## src/rtl/n_bit_mode_counter.sv

```systemverilog
// n_bit_mode_counter: up/down counter with wrap, saturate and one-shot modes.
// Runtime step, sync load, double-buffered max and a one-cycle terminal pulse.
//
// Ports:
//   COUNTER_CLOCK       rising-edge clock
//   COUNTER_RESET       async active-high reset
//   COUNTER_ENABLE      step qualifier
//   COUNTER_DIRECTION   0 = up, 1 = down
//   COUNTER_MODE        0 wrap, 1 saturate, 2 one-shot, 3 wrap
//   COUNTER_STEP        step amount (0 acts as 1)
//   COUNTER_LOAD        sync load strobe
//   COUNTER_LOAD_VALUE  value to load (clamped to active max)
//   COUNTER_MAX_WRITE   capture COUNTER_MAX_IN into pending max
//   COUNTER_MAX_IN      new maximum
//   COUNTER_START       set running / arm one-shot
//   COUNTER_VALUE       current count
//   COUNTER_TERMINAL    pulse in the cycle after a terminal event
//   COUNTER_RUNNING     one-shot armed/active flag
//   COUNTER_MAX_ACTIVE  maximum currently in force
module n_bit_mode_counter #(
  parameter int COUNTER_VALUE_WIDTH = 12,
  parameter int COUNTER_STEP_WIDTH  = 4,
  parameter logic [COUNTER_VALUE_WIDTH-1:0]
    COUNTER_MAX_DEFAULT = {COUNTER_VALUE_WIDTH{1'b1}}
) (
  input  logic                           COUNTER_CLOCK,
  input  logic                           COUNTER_RESET,
  input  logic                           COUNTER_ENABLE,
  input  logic                           COUNTER_DIRECTION,
  input  logic [1:0]                     COUNTER_MODE,
  input  logic [COUNTER_STEP_WIDTH-1:0]  COUNTER_STEP,
  input  logic                           COUNTER_LOAD,
  input  logic [COUNTER_VALUE_WIDTH-1:0] COUNTER_LOAD_VALUE,
  input  logic                           COUNTER_MAX_WRITE,
  input  logic [COUNTER_VALUE_WIDTH-1:0] COUNTER_MAX_IN,
  input  logic                           COUNTER_START,
  output logic [COUNTER_VALUE_WIDTH-1:0] COUNTER_VALUE,
  output logic                           COUNTER_TERMINAL,
  output logic                           COUNTER_RUNNING,
  output logic [COUNTER_VALUE_WIDTH-1:0] COUNTER_MAX_ACTIVE
);

  localparam int W = COUNTER_VALUE_WIDTH;
  localparam int S = COUNTER_STEP_WIDTH;
  localparam logic [1:0] MODE_SAT = 2'd1;
  localparam logic [1:0] MODE_ONE = 2'd2;

  logic [W-1:0] value_q, max_q, pend_q;
  logic         term_q, run_q, pflag_q, sflag_q;

  logic [W-1:0] value_d, max_d, pend_d;
  logic         term_d, run_d, pflag_d, sflag_d;

  logic         is_sat, is_one, idle_one;
  logic         step_en, at_bound, term_ev;
  logic         pend_any, do_xfer;
  logic [S-1:0] step_nz;
  logic [W:0]   step_x, sum;
  logic [W-1:0] pend_val, load_clamp;
  logic [W-1:0] up_val, dn_val, term_val;

  assign is_sat   = COUNTER_MODE == MODE_SAT;
  assign is_one   = COUNTER_MODE == MODE_ONE;
  assign idle_one = is_one && !run_q;
  assign step_en  = COUNTER_ENABLE && (!is_one || run_q);

  assign at_bound = COUNTER_DIRECTION ? (value_q == '0)
                                      : (value_q >= max_q);
  assign term_ev  = !COUNTER_LOAD && step_en && at_bound;

  assign step_nz = (COUNTER_STEP == '0) ? S'(1) : COUNTER_STEP;
  assign step_x  = (W+1)'(step_nz);
  assign sum     = {1'b0, value_q} + step_x;
  assign up_val  = (sum > {1'b0, max_q}) ? max_q : sum[W-1:0];
  assign dn_val  = (step_x > {1'b0, value_q}) ? '0
                 : value_q - step_x[W-1:0];

  // A write on a transfer edge bypasses the pending register.
  assign pend_any = COUNTER_MAX_WRITE || pflag_q;
  assign pend_val = COUNTER_MAX_WRITE ? COUNTER_MAX_IN : pend_q;
  assign do_xfer  = pend_any && (term_ev || idle_one);
  assign max_d    = do_xfer ? pend_val : max_q;
  assign pend_d   = pend_val;
  assign pflag_d  = pend_any && !do_xfer;

  assign load_clamp = (COUNTER_LOAD_VALUE > max_q) ? max_q
                    : COUNTER_LOAD_VALUE;

  // Terminal reload uses the max in force after this edge.
  always_comb begin
    term_val = COUNTER_DIRECTION ? max_d : '0;
    if (is_sat) begin
      if (COUNTER_DIRECTION)
        term_val = '0;
      else
        term_val = (value_q > max_d) ? max_d : value_q;
    end
  end

  always_comb begin
    value_d = value_q;
    run_d   = run_q;
    term_d  = 1'b0;
    sflag_d = sflag_q;
    if (COUNTER_LOAD) begin
      value_d = load_clamp;
      run_d   = 1'b0;
      sflag_d = 1'b0;
    end else begin
      if (term_ev) begin
        value_d = term_val;
        term_d  = !(is_sat && sflag_q);
        sflag_d = is_sat;
        if (is_one)
          run_d = 1'b0;
      end else if (step_en) begin
        value_d = COUNTER_DIRECTION ? dn_val : up_val;
        sflag_d = 1'b0;
      end
      if (COUNTER_START)
        run_d = 1'b1;
    end
  end

  always_ff @(posedge COUNTER_CLOCK or posedge COUNTER_RESET) begin
    if (COUNTER_RESET) begin
      value_q <= '0;
      term_q  <= 1'b0;
      run_q   <= 1'b0;
      max_q   <= COUNTER_MAX_DEFAULT;
      pend_q  <= COUNTER_MAX_DEFAULT;
      pflag_q <= 1'b0;
      sflag_q <= 1'b0;
    end else begin
      value_q <= value_d;
      term_q  <= term_d;
      run_q   <= run_d;
      max_q   <= max_d;
      pend_q  <= pend_d;
      pflag_q <= pflag_d;
      sflag_q <= sflag_d;
    end
  end

  assign COUNTER_VALUE      = value_q;
  assign COUNTER_TERMINAL   = term_q;
  assign COUNTER_RUNNING    = run_q;
  assign COUNTER_MAX_ACTIVE = max_q;

endmodule
```

## config.mk

```make
export PLATFORM = sky130hd
export DESIGN_NAME = n_bit_mode_counter
export DESIGN_NICKNAME = d
export VERILOG_FILES = /design/src/rtl/n_bit_mode_counter.sv
export SDC_FILE = /design/constraint.sdc
export NUM_CORES = 1
export LEC_CHECK = 0
export BUFFER_PORTS_ARGS = -buffer_cell sky130_fd_sc_hd__buf_2
export CAP_MARGIN = 20
export CORE_MARGIN = 2
export CORE_UTILIZATION = 31
export CTS_CLUSTER_DIAMETER = 150
export DETAILED_ROUTE_END_ITERATION = 12
export HOLD_SLACK_MARGIN = 0.03
export RECOVER_POWER = 50
export REMOVE_ABC_BUFFERS = 1
export SYNTH_ARGS = -nofsm -noshare
export SYNTH_HDL_FRONTEND = slang
export SYNTH_SLANG_ARGS = --single-unit
export TNS_END_PERCENT = 50
```

## constraint.sdc

```tcl
create_clock -name COUNTER_CLOCK -period 4.09 [get_ports COUNTER_CLOCK]
set_clock_uncertainty 0.05 [all_clocks]
set_input_delay 0.2045 -clock COUNTER_CLOCK [delete_from_list [all_inputs] [get_ports COUNTER_CLOCK]]
set_output_delay 0.2045 -clock COUNTER_CLOCK [all_outputs]
set_load 0.01 [all_outputs]
```

======== After elaboration in Yosys (flattened, before gate mapping) ========
Cells that the tools add are included.
cells by class
  $add $sub $neg .......................... 2
  multipliers ............................. 0
  div/mod/pow operators ................... 0
  order comparisons ....................... 5
  equality and inequality tests ........... 3
  shifts and indexed selects .............. 0
  muxes and demuxes ....................... 24
  bitwise logic cells ..................... 0
  reductions and logical operators ........ 22
operators by type and width
  operator                                                count
  2-to-1 mux 12 bit                                       13
  greater-than comparator 12 bit                          2
  adder 12 x 4 -> 13 bit                                  1
  greater-than comparator 13 x 12 -> 1 bit                1
  >= comparator 12 bit                                    1
  greater-than comparator 4 x 12 -> 1 bit                 1
  zero test 12 bit                                        1
  subtractor 12 x 4 -> 12 bit                             1
  2-to-1 mux 1 bit                                        10
  nonzero test 3 bit                                      3
  logical AND 1 bit                                       7
  zero test 1 bit                                         5
  inequality test 5 x 4 -> 1 bit (second input constant)  1
  zero test 4 bit                                         1
  2-to-1 mux 4 bit                                        1
  AND reduction 2 bit                                     2
  logical OR 1 bit                                        3
  equality test 2 x 1 -> 1 bit (second input constant)    1
  equality test 2 bit (second input constant)             1
word-level totals
  register bits after elaboration ......... 40
  bits in latches ......................... 0
  memory bits (writable) .................. 0
  bits in read-only memories .............. 0
  bits of input ports ..................... 37
  output and inout bits ................... 26
  logic and storage cells ................. 63
  memories kept ........................... 0

======== Depth between registers and ports, before layout ========
Gate-level depths: netlist of the first run.
  depth after elaboration ................. 15
  depth in mapped cells ................... 19
  gate-level depth less buffers ........... 18

======== Worst setup path after synthesis of the first run ========
OpenSTA, ideal clock, no wires.
  kind .................................... reg2reg
  start ................................... register max_q[9], in the netlist COUNTER_MAX_ACTIVE[9]
  end ..................................... register value_q[10], in the netlist COUNTER_VALUE[10]
  library setup time ...................... 125 ps
  arrival time ............................ 4192 ps
  data required time ...................... 3915 ps
  slack ................................... -277 ps
  stages on the path, launching flop included .. 20
  path buffers ............................ 3
  path through ............................ dfstp_2 > inv_1 > ha_1 > nand4_1 > a211o_1 > o31ai_2 > o311a_1 > buf_6 > clkbuf_1 > nand2_1 > o21ai_0 > inv_1 > ha_1 > a21o_1 > a21o_1 > a2111oi_0 > o41ai_1 > o211ai_2 > buf_6 > mux2_4
on the way
  elaborated cells on any way between the ends .. 22
RTL lines
  what                                             line  RTL
  start: declaration                               48    logic [W-1:0] value_q, max_q, pend_q;
  start signal: assignment                         138   max_q <= max_d;
  >= comparator 12 bit                             68    : (value_q >= max_q);
  2-to-1 mux 1 bit                                 67    assign at_bound = COUNTER_DIRECTION ? (value_q == '0)
  logical AND 1 bit                                69    assign term_ev = !COUNTER_LOAD && step_en && at_bound;
  logical OR 1 bit                                 81    assign do_xfer = pend_any && (term_ev || idle_one);
  logical AND 1 bit                                81
  2-to-1 mux 12 bit                                82    assign max_d = do_xfer ? pend_val : max_q;
  via max_d[8]                                     51    logic [W-1:0] value_d, max_d, pend_d;
  greater-than comparator 12 bit                   96    term_val = (value_q > max_d) ? max_d : value_q;
  inequality test 5 x 4 -> 1 bit (no source line)  n/a
  AND reduction 2 bit (no source line)             n/a
  end signal: assignment                           135   value_q <= value_d;
  end: declaration                                 48
The timed path passes the listed nets, and every way through them passes these cells. The select of a mux whose other input is x is not followed.
A chain may end at the register's enable or synchronous reset.

======== Final worst setup path of the first run ========
  start ................................... register max_q[0], in the netlist COUNTER_MAX_ACTIVE[0]
  end ..................................... register value_q[9], in the netlist COUNTER_VALUE[9]
on the way
  word-level cells in the longest chain between the ends .. 11
  elaborated cells on any way between the ends .. 22
RTL lines
  what                                                                                    line
  >= comparator 12 bit (*)                                                                68
  2-to-1 mux 1 bit (*)                                                                    67
  logical AND 1 bit (*)                                                                   69
  logical OR 1 bit (*)                                                                    81
  logical AND 1 bit (*)                                                                   81
  2-to-1 mux 12 bit (*)                                                                   82
  via max_d[9]                                                                            51
  parallel branches: the longest is 5 deep, another holds greater-than comparator 12 bit  n/a
Mark *: on every way through the listed nets, which the timed path passes. The select of a mux whose other input is x is not followed.

==> impl_results.html, run 1 <==
<table>
<tr><th>Metric</th><th>Value</th></tr>
<tr><th colspan="2">Setup path</th></tr>
<tr><td>Number of cell instances on the worst register-to-register path</td><td>16</td></tr>
<tr><td>Worst endpoint required time</td><td>4.21 ns</td></tr>
<tr><td>Library cell contributing the largest single delay on the critical path</td><td>dfstp_2</td></tr>
<tr><td>Worst Path Arrival</td><td>4.31 ns</td></tr>
<tr><td>Critical path type</td><td>register to register</td></tr>
<tr><td>Cell chain of the critical path</td><td>ha_4 -&gt; nand2b_4 -&gt; a2111oi_4 -&gt; o31ai_4 -&gt; o311a_4 -&gt; buf_12 -&gt; o21ai_2 -&gt; inv_1 -&gt; ha_1 -&gt; a21o_1 -&gt; a21o_1 -&gt; a2111oi_4 -&gt; o41ai_4 -&gt; o211ai_4 -&gt; buf_6 -&gt; mux2_4</td></tr>
<tr><td>CP startpoint kind</td><td>register</td></tr>
<tr><td>Largest stage delay on the critical path</td><td>0.55 ns</td></tr>
<tr><td>Start of the worst register-to-register path</td><td>COUNTER_MAX_ACTIVE[0]</td></tr>
<tr><td>Worst setup EP type</td><td>register</td></tr>
<tr><td>Flop-to-flop setup slack</td><td>-0.11 ns</td></tr>
<tr><td>Worst-path maximum fanout</td><td>11</td></tr>
<tr><td>Terminus of the critical flop-to-flop path</td><td>COUNTER_VALUE[9]</td></tr>
<tr><th colspan="2">Global routing</th></tr>
<tr><td>Combined global-route utilization of all metal layers</td><td>20.01%</td></tr>
<tr><td>Number of antenna violations at the first check in global routing</td><td>0</td></tr>
<tr><td>Maximum number of pins on one net before global-route repair</td><td>41</td></tr>
<tr><td>Global-route wire length before repair</td><td>22200 um</td></tr>
<tr><td>Total global routing overflow</td><td>0</td></tr>
<tr><td>Number of global-route vias before repair</td><td>4191</td></tr>
<tr><th colspan="2">Synthesis</th></tr>
<tr><td>Register bit count reported by yosys</td><td>40</td></tr>
<tr><td>Share of synthesized registers carrying an async set or reset</td><td>100.0%</td></tr>
<tr><td>Most used DFF post-synth</td><td>dfstp_2</td></tr>
<tr><td>Synthesis Warnings</td><td>0</td></tr>
<tr><td>Cell count after synthesis</td><td>439</td></tr>
<tr><td>Number of enable flip-flop cells after synthesis</td><td>0</td></tr>
<tr><td>Distinct cells, synth</td><td>69</td></tr>
<tr><td>Sequential area share after synthesis</td><td>25.37%</td></tr>
<tr><td>Syn Std Cell Area</td><td>4064 um^2</td></tr>
<tr><td>Mean cell area of the mapped netlist</td><td>9.257 um^2</td></tr>
<tr><th colspan="2">Clock network</th></tr>
<tr><td>Number of buffers inserted during clock tree synthesis</td><td>5</td></tr>
<tr><td>Total clock sinks</td><td>40</td></tr>
<tr><td>CTS max path bufs</td><td>2</td></tr>
<tr><td>Clock tree from TritonCTS</td><td>built</td></tr>
<tr><td>H-tree Lvls</td><td>2</td></tr>
<tr><td>CTS Root Buffer Type</td><td>clkbuf_16</td></tr>
<tr><td>Worst-Skew Late Latency</td><td>0.28 ns</td></tr>
<tr><td>Clock transition at the registers of the reported paths</td><td>0.06 ns</td></tr>
<tr><th colspan="2">Min path</th></tr>
<tr><td>Type of the worst min-delay path</td><td>primary input to register</td></tr>
<tr><td>Hold Path End</td><td>COUNTER_RUNNING</td></tr>
<tr><td>Beginning of the worst hold path</td><td>COUNTER_START</td></tr>
<tr><td>WHS Path Cells</td><td>3</td></tr>
<tr><th colspan="2">Power and ir drop</th></tr>
<tr><td>Part of the power in the clock network</td><td>7.4%</td></tr>
<tr><td>Net switching power</td><td>2.413 mW</td></tr>
<tr><td>Power density over the cells</td><td>887.4 nW/um^2</td></tr>
<tr><td>Part of the total power dissipated in sequential elements</td><td>13.7%</td></tr>
<tr><td>Switching portion of total power</td><td>45.68%</td></tr>
<tr><td>Fraction of power consumed by combinational cells</td><td>78.8%</td></tr>
<tr><td>Static power due to leakage</td><td>2.709 nW</td></tr>
<tr><td>Worst vdd rail ir drop</td><td>0.3516 mV</td></tr>
<tr><td>Cell-internal power</td><td>2.869 mW</td></tr>
<tr><th colspan="2">Place</th></tr>
<tr><td>Weighted congestion at the end of routability-driven global placement</td><td>0.8927</td></tr>
<tr><td>DP HPWL</td><td>11170 um</td></tr>
<tr><td>Number of instances in the placed design</td><td>747</td></tr>
<tr><td>Port Buffer Count</td><td>62</td></tr>
<tr><th colspan="2">STA</th></tr>
<tr><td>Final setup violation count</td><td>12</td></tr>
<tr><td>Period minus WS final</td><td>4.199 ns</td></tr>
<tr><td>Maximum clock frequency</td><td>238.2 MHz</td></tr>
<tr><td>Slew Viols, Final</td><td>0</td></tr>
<tr><td>Measured slew at the worst slew-check pin</td><td>0.7521 ns</td></tr>
<tr><td>Setup WS post-layout</td><td>-0.1089 ns</td></tr>
<tr><td>RSZ-0062 raised after global routing</td><td>yes</td></tr>
<tr><td>Worst max-slew margin expressed relative to the limit</td><td>49.68%</td></tr>
<tr><td>Final Hold Fails</td><td>0</td></tr>
<tr><td>Smallest hold slack</td><td>0.09848 ns</td></tr>
<tr><td>Share of the clock period used by the worst path after layout</td><td>102.7%</td></tr>
<tr><th colspan="2">Final layout</th></tr>
<tr><td>Register cell area after layout</td><td>1032 um^2</td></tr>
<tr><td>Layout cell share with drive strength beyond 1</td><td>45.81%</td></tr>
<tr><td>Final Net Count</td><td>701</td></tr>
<tr><td>Area of the multi-input gates</td><td>3167 um^2</td></tr>
<tr><td>Filler Cells Inserted</td><td>1232</td></tr>
<tr><td>Area growth syn-to-layout</td><td>46.46%</td></tr>
<tr><td>Antenna diode count</td><td>0</td></tr>
<tr><td>Count of non-filler cells in the finished layout</td><td>781</td></tr>
<tr><th colspan="2">Route</th></tr>
<tr><td>Drt via density</td><td>5.325</td></tr>
<tr><td>First-pass iteration count of the detailed router</td><td>5</td></tr>
<tr><td>Initial DRC Count</td><td>378</td></tr>
<tr><td>Routed WL per cell</td><td>18.65 um</td></tr>
<tr><td>Antenna Nets Post-Route</td><td>0</td></tr>
<tr><td>Sum of routed wire length over all layers</td><td>14560 um</td></tr>
<tr><td># DRC</td><td>0</td></tr>
<tr><td>Total via count in the routed design</td><td>4159</td></tr>
<tr><th colspan="2">Die</th></tr>
<tr><td>Initial Utilization</td><td>31.94%</td></tr>
<tr><td>Die width</td><td>118.5 um</td></tr>
<tr><td>Site Rows</td><td>41</td></tr>
<tr><td>Core Region</td><td>12720 um^2</td></tr>
<tr><td>IO Count</td><td>63</td></tr>
<tr><td>DIE HEIGHT</td><td>118.5 um</td></tr>
<tr><td>Die area</td><td>14040 um^2</td></tr>
<tr><th colspan="2">Status</th></tr>
<tr><td>Violations in the final reports</td><td>setup timing</td></tr>
<tr><td>Status</td><td>finished with violations</td></tr>
<tr><th colspan="2">Job</th></tr>
<tr><td>Max Cap Viol</td><td>0</td></tr>
</table>
==> cells in the mapped netlist (all sizes together) (4+ instances only) <==
master / count / area share [%]
nor3: 10 / 1.2
nand4: 5 / 0.77
mux2i: 25 / 6.2
a22o: 5 / 1.1
nand3: 6 / 0.74
mux2: 16 / 4.7
or3: 12 / 1.9
o211ai: 8 / 1.6
a221oi: 9 / 2.4
clkbuf: 8 / 0.77
o21a: 5 / 0.92
xnor2: 17 / 3.7
inv: 43 / 4.0
o21ai: 27 / 3.3
a22oi: 4 / 0.74
nor2b: 10 / 1.5
xor2: 5 / 1.1
nor2: 17 / 1.6
nand2: 17 / 1.6
a21oi: 23 / 2.8
dfrtp: 16 / 9.9
a211o: 4 / 0.86
dfstp: 24 / 16
buf: 8 / 1.3
ha: 54 / 17
a21o: 4 / 0.74
nand2b: 10 / 1.7
==> area by class of cell <==
| cell class | count | area share, % |
|---|---|---|
| repair buffers | 178 | 20.66 |
| clock buffers | 8 | 2.460 |
| flip-flops and latches | 40 | 17.34 |
| well taps | 172 | 3.616 |
| inverters | 43 | 2.712 |
| multi-input cells | 340 | 53.21 |
==> cell families after synthesis <==
kind of cell,after synthesis,share of synthesized area (%)
AOI/OAI and AO/OA,115,20.81
and+or+nand+nor,106,14.50
buffers and inverters,59,6.003
adders and majority gates,56,17.61
muxes,41,10.96
DFF,40,25.37
xor gates and xnor gates,22,4.741
==> sequential cells by signal (all words and copies together) (netlist names) <==
name	cells
COUNTER_RUNNING	1
COUNTER_VALUE	12
pend_q	12
sflag_q	1
COUNTER_TERMINAL	1
COUNTER_MAX_ACTIVE	12
pflag_q	1
==> worst max-delay path by stage <==
stage	startpoint	endpoint	slack, ns
after floorplan	COUNTER_MAX_ACTIVE[9]	COUNTER_VALUE[0]	-0.61
after global placement	COUNTER_STEP[2]	COUNTER_VALUE[9]	-0.19
after detailed placement	COUNTER_VALUE[0]	COUNTER_VALUE[3]	-0.22
after CTS	COUNTER_MAX_ACTIVE[0]	COUNTER_VALUE[0]	-0.08
after global routing	COUNTER_MAX_ACTIVE[0]	COUNTER_VALUE[0]	-0.25
final	COUNTER_MAX_ACTIVE[0]	COUNTER_VALUE[9]	-0.11
==> cells in the final DEF (no fill, tap or decap), types with 4 or more instances in the layout <==
cell / n
buf_4: 106
buf_2: 62
ha_1: 41
inv_1: 36
dfstp_2: 24
mux2i_1: 22
a21oi_1: 20
xnor2_1: 17
o21ai_0: 16
nor2_1: 16
dfrtp_1: 15
nand2_1: 15
ha_4: 12
or3_1: 11
nor2b_1: 10
nor3_1: 10
nand2b_1: 9
a221oi_1: 8
o211ai_1: 7
inv_2: 7
o21ai_1: 6
mux2_4: 6
buf_6: 6
nand4_1: 5
o21a_1: 5
mux2_2: 5
nand3_1: 5
mux2_1: 5
a22o_1: 5
xor2_1: 5
clkbuf_16: 5
a21o_1: 4
a211o_1: 4
o21ai_2: 4
a22oi_1: 4
==> worst max-delay path, delay by kind of cell (launching register included) <==
| family | cells | cell delay (ns) |
|---|---|---|
| simple gates | 1 | 0.14 |
| mux | 1 | 0.30 |
| fa+ha+maj | 2 | 0.50 |
| compound gates | 9 | 2.13 |
| flops | 1 | 0.55 |
| buf+inv | 3 | 0.39 |
==> power by group through the flow <==
stage / clock (mW) / sequential (mW) / combinational [mW]
after global routing: 0.421 / 0.743 / 4.51
after CTS: 0.400 / 0.710 / 3.61
after floorplan: 0 / 0.834 / 1.79
final: 0.393 / 0.724 / 4.16
after global placement: 0 / 0.692 / 3.28
after detailed placement: 0 / 0.700 / 3.35
==> layer usage <==
layer | vias to the layer above | global-route usage, % | part of all wire, %
met5 | - | 0 | 0
met4 | 0 | 5.580 | 1.8
met3 | 20 | 4.295 | 6.1
met2 | 158 | 32.30 | 47
met1 | 2019 | 26.95 | 45
li1 | 1962 | - | -
==> through the flow <==
stage | setup slack (ns) | instance area (um^2) | setup TNS, ns | utilization [%] | power, mW
3_3_place_gp | -0.1922 | 5195 | -1.487 | 40.83 | 3.975
2_1_floorplan | -0.6130 | 3981 | -5.783 | - | 2.621
3_5_place_dp | -0.2241 | 5195 | -2.123 | 40.83 | 4.051
6_report | -0.1089 | 5952 | -0.8196 | 46.78 | 5.281
4_1_cts | -0.07615 | 5619 | -0.3195 | 44.17 | 4.719
5_1_grt | -0.2541 | 5952 | -2.654 | 46.78 | 5.677
==> repair_timing <==
item / in CTS / in global routing
gates cloned: 1 / 1
hold buffers: 1 / 0
setup buffers: 17 / 8
endpoints found under the hold margin: 16 / 0
endpoints found under the setup margin: 12 / 12
resized for setup: 30 / 55
pin swaps: 6 / 20
Power figures use the tool's default switching activity.
==> inputs of run 2 (changes only) <==
--- a/config.mk
+++ b/config.mk
@@ -14,6 +14,7 @@
 export HOLD_SLACK_MARGIN = 0.03
 export RECOVER_POWER = 50
 export REMOVE_ABC_BUFFERS = 1
+export SKIP_LAST_GASP = 1
 export SYNTH_ARGS = -nofsm -noshare
 export SYNTH_HDL_FRONTEND = slang
 export SYNTH_SLANG_ARGS = --single-unit
==> impl_results.html, run 2 (synthesized netlist as in run 1, its figures left out) <==
<table>
<tr><th>Metric</th><th>Value</th></tr>
<tr><th colspan="2">Global routing</th></tr>
<tr><td>Maximum number of pins on one net before global-route repair</td><td>41 (unchanged)</td></tr>
<tr><td>Global-route wire length before repair</td><td>22180 um (was 22200 um)</td></tr>
<tr><td>Number of global-route vias before repair</td><td>4187 (was 4191)</td></tr>
<tr><td>Combined global-route utilization of all metal layers</td><td>20.00% (was 20.01%)</td></tr>
<tr><td>Number of antenna violations at the first check in global routing</td><td>0 (unchanged)</td></tr>
<tr><td>Total global routing overflow</td><td>0 (unchanged)</td></tr>
<tr><th colspan="2">Power and ir drop</th></tr>
<tr><td>Fraction of power consumed by combinational cells</td><td>78.9% (was 78.8%)</td></tr>
<tr><td>Switching portion of total power</td><td>45.71% (was 45.68%)</td></tr>
<tr><td>Static power due to leakage</td><td>2.704 nW (was 2.709 nW)</td></tr>
<tr><td>Part of the total power dissipated in sequential elements</td><td>13.7% (about the same)</td></tr>
<tr><td>Power density over the cells</td><td>888.0 nW/um^2 (was 887.4 nW/um^2)</td></tr>
<tr><td>Worst vdd rail ir drop</td><td>0.3518 mV (was 0.3516 mV)</td></tr>
<tr><td>Cell-internal power</td><td>2.866 mW (was 2.869 mW)</td></tr>
<tr><td>Net switching power</td><td>2.413 mW (about the same)</td></tr>
<tr><td>Part of the power in the clock network</td><td>7.4% (about the same)</td></tr>
<tr><td>Final Total Pwr</td><td>5.279 mW (was 5.281 mW)</td></tr>
<tr><th colspan="2">STA</th></tr>
<tr><td>Measured slew at the worst slew-check pin</td><td>0.7381 ns (was 0.7521 ns)</td></tr>
<tr><td>Period minus WS final</td><td>4.231 ns (was 4.199 ns)</td></tr>
<tr><td>Maximum clock frequency</td><td>236.4 MHz (was 238.2 MHz)</td></tr>
<tr><td>Final setup violation count</td><td>12 (unchanged)</td></tr>
<tr><td>Worst max-slew margin expressed relative to the limit</td><td>50.61% (was 49.68%)</td></tr>
<tr><td>RSZ-0062 raised after global routing</td><td>yes (unchanged)</td></tr>
<tr><td>Share of the clock period used by the worst path after layout</td><td>103.4% (was 102.7%)</td></tr>
<tr><td>Final-layout setup total negative slack</td><td>-0.8881 ns (was -0.8196 ns)</td></tr>
<tr><td>Slew Viols, Final</td><td>0 (unchanged)</td></tr>
<tr><td>Setup WS post-layout</td><td>-0.1409 ns (was -0.1089 ns)</td></tr>
<tr><td>Final Hold Fails</td><td>0 (unchanged)</td></tr>
<tr><th colspan="2">Die</th></tr>
<tr><td>Site Rows</td><td>41 (unchanged)</td></tr>
<tr><td>Initial Utilization</td><td>31.94% (unchanged)</td></tr>
<tr><td>DIE HEIGHT</td><td>118.5 um (unchanged)</td></tr>
<tr><td>Die area</td><td>14040 um^2 (unchanged)</td></tr>
<tr><td>IO Count</td><td>63 (unchanged)</td></tr>
<tr><td>Die width</td><td>118.5 um (unchanged)</td></tr>
<tr><td>Core Region</td><td>12720 um^2 (unchanged)</td></tr>
<tr><th colspan="2">Status</th></tr>
<tr><td>Status</td><td>finished with violations (unchanged)</td></tr>
<tr><td>Violations in the final reports</td><td>setup timing (unchanged)</td></tr>
<tr><th colspan="2">Route</th></tr>
<tr><td>Drt via density</td><td>5.254 (was 5.325)</td></tr>
<tr><td>Routed WL per cell</td><td>18.67 um (was 18.65 um)</td></tr>
<tr><td>Initial DRC Count</td><td>360 (was 378)</td></tr>
<tr><td>First-pass iteration count of the detailed router</td><td>5 (unchanged)</td></tr>
<tr><td>Antenna Nets Post-Route</td><td>0 (unchanged)</td></tr>
<tr><td>Sum of routed wire length over all layers</td><td>14580 um (was 14560 um)</td></tr>
<tr><td># DRC</td><td>0 (unchanged)</td></tr>
<tr><td>Total via count in the routed design</td><td>4103 (was 4159)</td></tr>
<tr><th colspan="2">Final layout</th></tr>
<tr><td>Area of the multi-input gates</td><td>3163 um^2 (was 3167 um^2)</td></tr>
<tr><td>Layout cell share with drive strength beyond 1</td><td>45.81% (unchanged)</td></tr>
<tr><td>Antenna diode count</td><td>0 (unchanged)</td></tr>
<tr><td>Register cell area after layout</td><td>1032 um^2 (unchanged)</td></tr>
<tr><td>Most used cells in the layout excluding fill and tap cells</td><td>107 x buf_4, 62 x buf_2, 41 x ha_1, 36 x inv_1, 24 x dfstp_2 (was 106 x buf_4, 62 x buf_2, 41 x ha_1, 36 x inv_1, 24 x dfstp_2)</td></tr>
<tr><td>Most common library cell in the layout ignoring fill and taps</td><td>buf_4 (unchanged)</td></tr>
<tr><td>Utilization after layout</td><td>46.73% (was 46.78%)</td></tr>
<tr><td>Filler Cells Inserted</td><td>1233 (was 1232)</td></tr>
<tr><td>Area growth syn-to-layout</td><td>46.27% (was 46.46%)</td></tr>
<tr><td>Final Net Count</td><td>701 (unchanged)</td></tr>
<tr><th colspan="2">Place</th></tr>
<tr><td>Weighted congestion at the end of routability-driven global placement</td><td>0.8927 (unchanged)</td></tr>
<tr><td>DP HPWL</td><td>11170 um (unchanged)</td></tr>
<tr><td>Port Buffer Count</td><td>62 (unchanged)</td></tr>
<tr><th colspan="2">Job</th></tr>
<tr><td>Max Cap Viol</td><td>0 (unchanged)</td></tr>
<tr><th colspan="2">Setup path</th></tr>
<tr><td>Worst endpoint required time</td><td>4.21 ns (about the same)</td></tr>
<tr><td>Terminus of the critical flop-to-flop path</td><td>COUNTER_VALUE[0] (was COUNTER_VALUE[9])</td></tr>
<tr><td>Start of the worst register-to-register path</td><td>COUNTER_MAX_ACTIVE[0] (unchanged)</td></tr>
<tr><td>Worst setup EP type</td><td>register (unchanged)</td></tr>
<tr><td>Cell chain of the critical path</td><td>ha_4 -&gt; nand2b_4 -&gt; a2111oi_4 -&gt; o31ai_4 -&gt; o311a_4 -&gt; buf_12 -&gt; o21ai_2 -&gt; inv_1 -&gt; ha_1 -&gt; a21o_1 -&gt; a21o_1 -&gt; a2111oi_4 -&gt; o41ai_4 -&gt; o211ai_4 -&gt; buf_6 -&gt; mux2_2 (was ha_4 -&gt; nand2b_4 -&gt; a2111oi_4 -&gt; o31ai_4 -&gt; o311a_4 -&gt; buf_12 -&gt; o21ai_2 -&gt; inv_1 -&gt; ha_1 -&gt; a21o_1 -&gt; a21o_1 -&gt; a2111oi_4 -&gt; o41ai_4 -&gt; o211ai_4 -&gt; buf_6 -&gt; mux2_4)</td></tr>
<tr><td>CP startpoint kind</td><td>register (unchanged)</td></tr>
<tr><td>Critical path type</td><td>register to register (unchanged)</td></tr>
<tr><td>Number of cell instances on the worst register-to-register path</td><td>16 (unchanged)</td></tr>
<tr><td>Worst-path maximum fanout</td><td>11 (unchanged)</td></tr>
<tr><td>Library cell contributing the largest single delay on the critical path</td><td>dfstp_2 (unchanged)</td></tr>
<tr><td>Largest stage delay on the critical path</td><td>0.55 ns (about the same)</td></tr>
<tr><td>Flop-to-flop setup slack</td><td>-0.14 ns (was -0.11 ns)</td></tr>
<tr><td>Worst Path Arrival</td><td>4.35 ns (was 4.31 ns)</td></tr>
<tr><th colspan="2">Clock network</th></tr>
<tr><td>Worst-Skew Late Latency</td><td>0.28 ns (about the same)</td></tr>
<tr><td>Clock tree from TritonCTS</td><td>built (unchanged)</td></tr>
<tr><td>Total clock sinks</td><td>40 (unchanged)</td></tr>
<tr><td>H-tree Lvls</td><td>2 (unchanged)</td></tr>
<tr><td>CTS Root Buffer Type</td><td>clkbuf_16 (unchanged)</td></tr>
<tr><td>Clock transition at the registers of the reported paths</td><td>0.06 ns (about the same)</td></tr>
<tr><td>Number of buffers inserted during clock tree synthesis</td><td>5 (unchanged)</td></tr>
<tr><td>CTS max path bufs</td><td>2 (unchanged)</td></tr>
<tr><th colspan="2">Min path</th></tr>
<tr><td>Hold Path End</td><td>COUNTER_RUNNING (unchanged)</td></tr>
<tr><td>WHS Path Cells</td><td>3 (unchanged)</td></tr>
<tr><td>Beginning of the worst hold path</td><td>COUNTER_START (unchanged)</td></tr>
<tr><td>Type of the worst min-delay path</td><td>primary input to register (unchanged)</td></tr>
</table>
## run 2: cell counts in the layout (fill, tap and decap cells not counted)
No cell type changed its count.
## run 2: how the worst max path moves through the flow
stage	start	cells past startpoint	to	slack, ns
finish	COUNTER_MAX_ACTIVE[0]	16	COUNTER_VALUE[0]	-0.14
global route	COUNTER_MAX_ACTIVE[0]	16	COUNTER_VALUE[0]	-0.29
CTS	COUNTER_MAX_ACTIVE[0]	15	COUNTER_VALUE[0]	-0.08
detailed placement	COUNTER_VALUE[0]	17	COUNTER_VALUE[3]	-0.22
global placement	COUNTER_STEP[2]	20	COUNTER_VALUE[9]	-0.19
floorplan	COUNTER_MAX_ACTIVE[9]	16	COUNTER_VALUE[0]	-0.61
## run 2: timing repair
| action | CTS | global route |
|---|---|---|
| setup endpoints to repair | 12 | 12 |
| buffers inserted | 17 | 8 |
| hold endpoints to repair | 16 | 0 |
| hold buffers | 1 | 0 |
| gates resized for setup | 29 | 54 |
| pin swaps | 6 | 20 |
| cloned | 1 | 1 |
## run 2: cell type report
| type | instances | share of cell area, % |
|---|---|---|
| Inverter | 43 | 2.715 |
| Timing Repair Buffer | 178 | 20.63 |
| Multi-Input combinational cell | 340 | 53.21 |
| Tap cell | 172 | 3.620 |
| Sequential cell | 40 | 17.36 |
| Clock buffer | 8 | 2.463 |
## run 2: routing by layer
| layer | vias up | GRT usage, % | share of wire, % |
|---|---|---|---|
| met3 | 19 | 4.295 | 6.0 |
| li1 | 1955 | - | - |
| met5 | - | 0 | 0 |
| met1 | 1991 | 26.92 | 45 |
| met4 | 0 | 5.580 | 1.8 |
| met2 | 138 | 32.30 | 47 |
## run 2: through the flow
| stage | hold slack, ns | instance area, um^2 | instances | worst slack [ns] |
|---|---|---|---|---|
| final | 0.09693 | 5944 | 781 | -0.1409 |
| after global routing | 0.1158 | 5944 | 781 | -0.2892 |
| after CTS | 0.09254 | 5615 | 774 | -0.07615 |
| after detailed placement | 0.3174 | 5195 | 747 | -0.2241 |
| after global placement | 0.3027 | 5195 | 747 | -0.1922 |
| after floorplan | 0.2209 | 3981 | 423 | -0.6130 |
## run 2: power by group through the flow
stage / Sequential (mW) / Clock (mW) / Combinational, mW
floorplan: 0.834 / 0 / 1.79
global placement: 0.692 / 0 / 3.28
detailed placement: 0.700 / 0 / 3.35
CTS: 0.710 / 0.400 / 3.61
global route: 0.742 / 0.421 / 4.51
finish: 0.723 / 0.393 / 4.16
## run 2: worst max-delay path: cells and delay by family, from the launching register on
| family | cells | cell delay (ns) |
|---|---|---|
| compound gates | 9 | 2.14 |
| fa+ha+maj | 2 | 0.50 |
| buf+inv | 3 | 0.39 |
| flops | 1 | 0.55 |
| mux | 1 | 0.33 |
| simple gates | 1 | 0.14 |
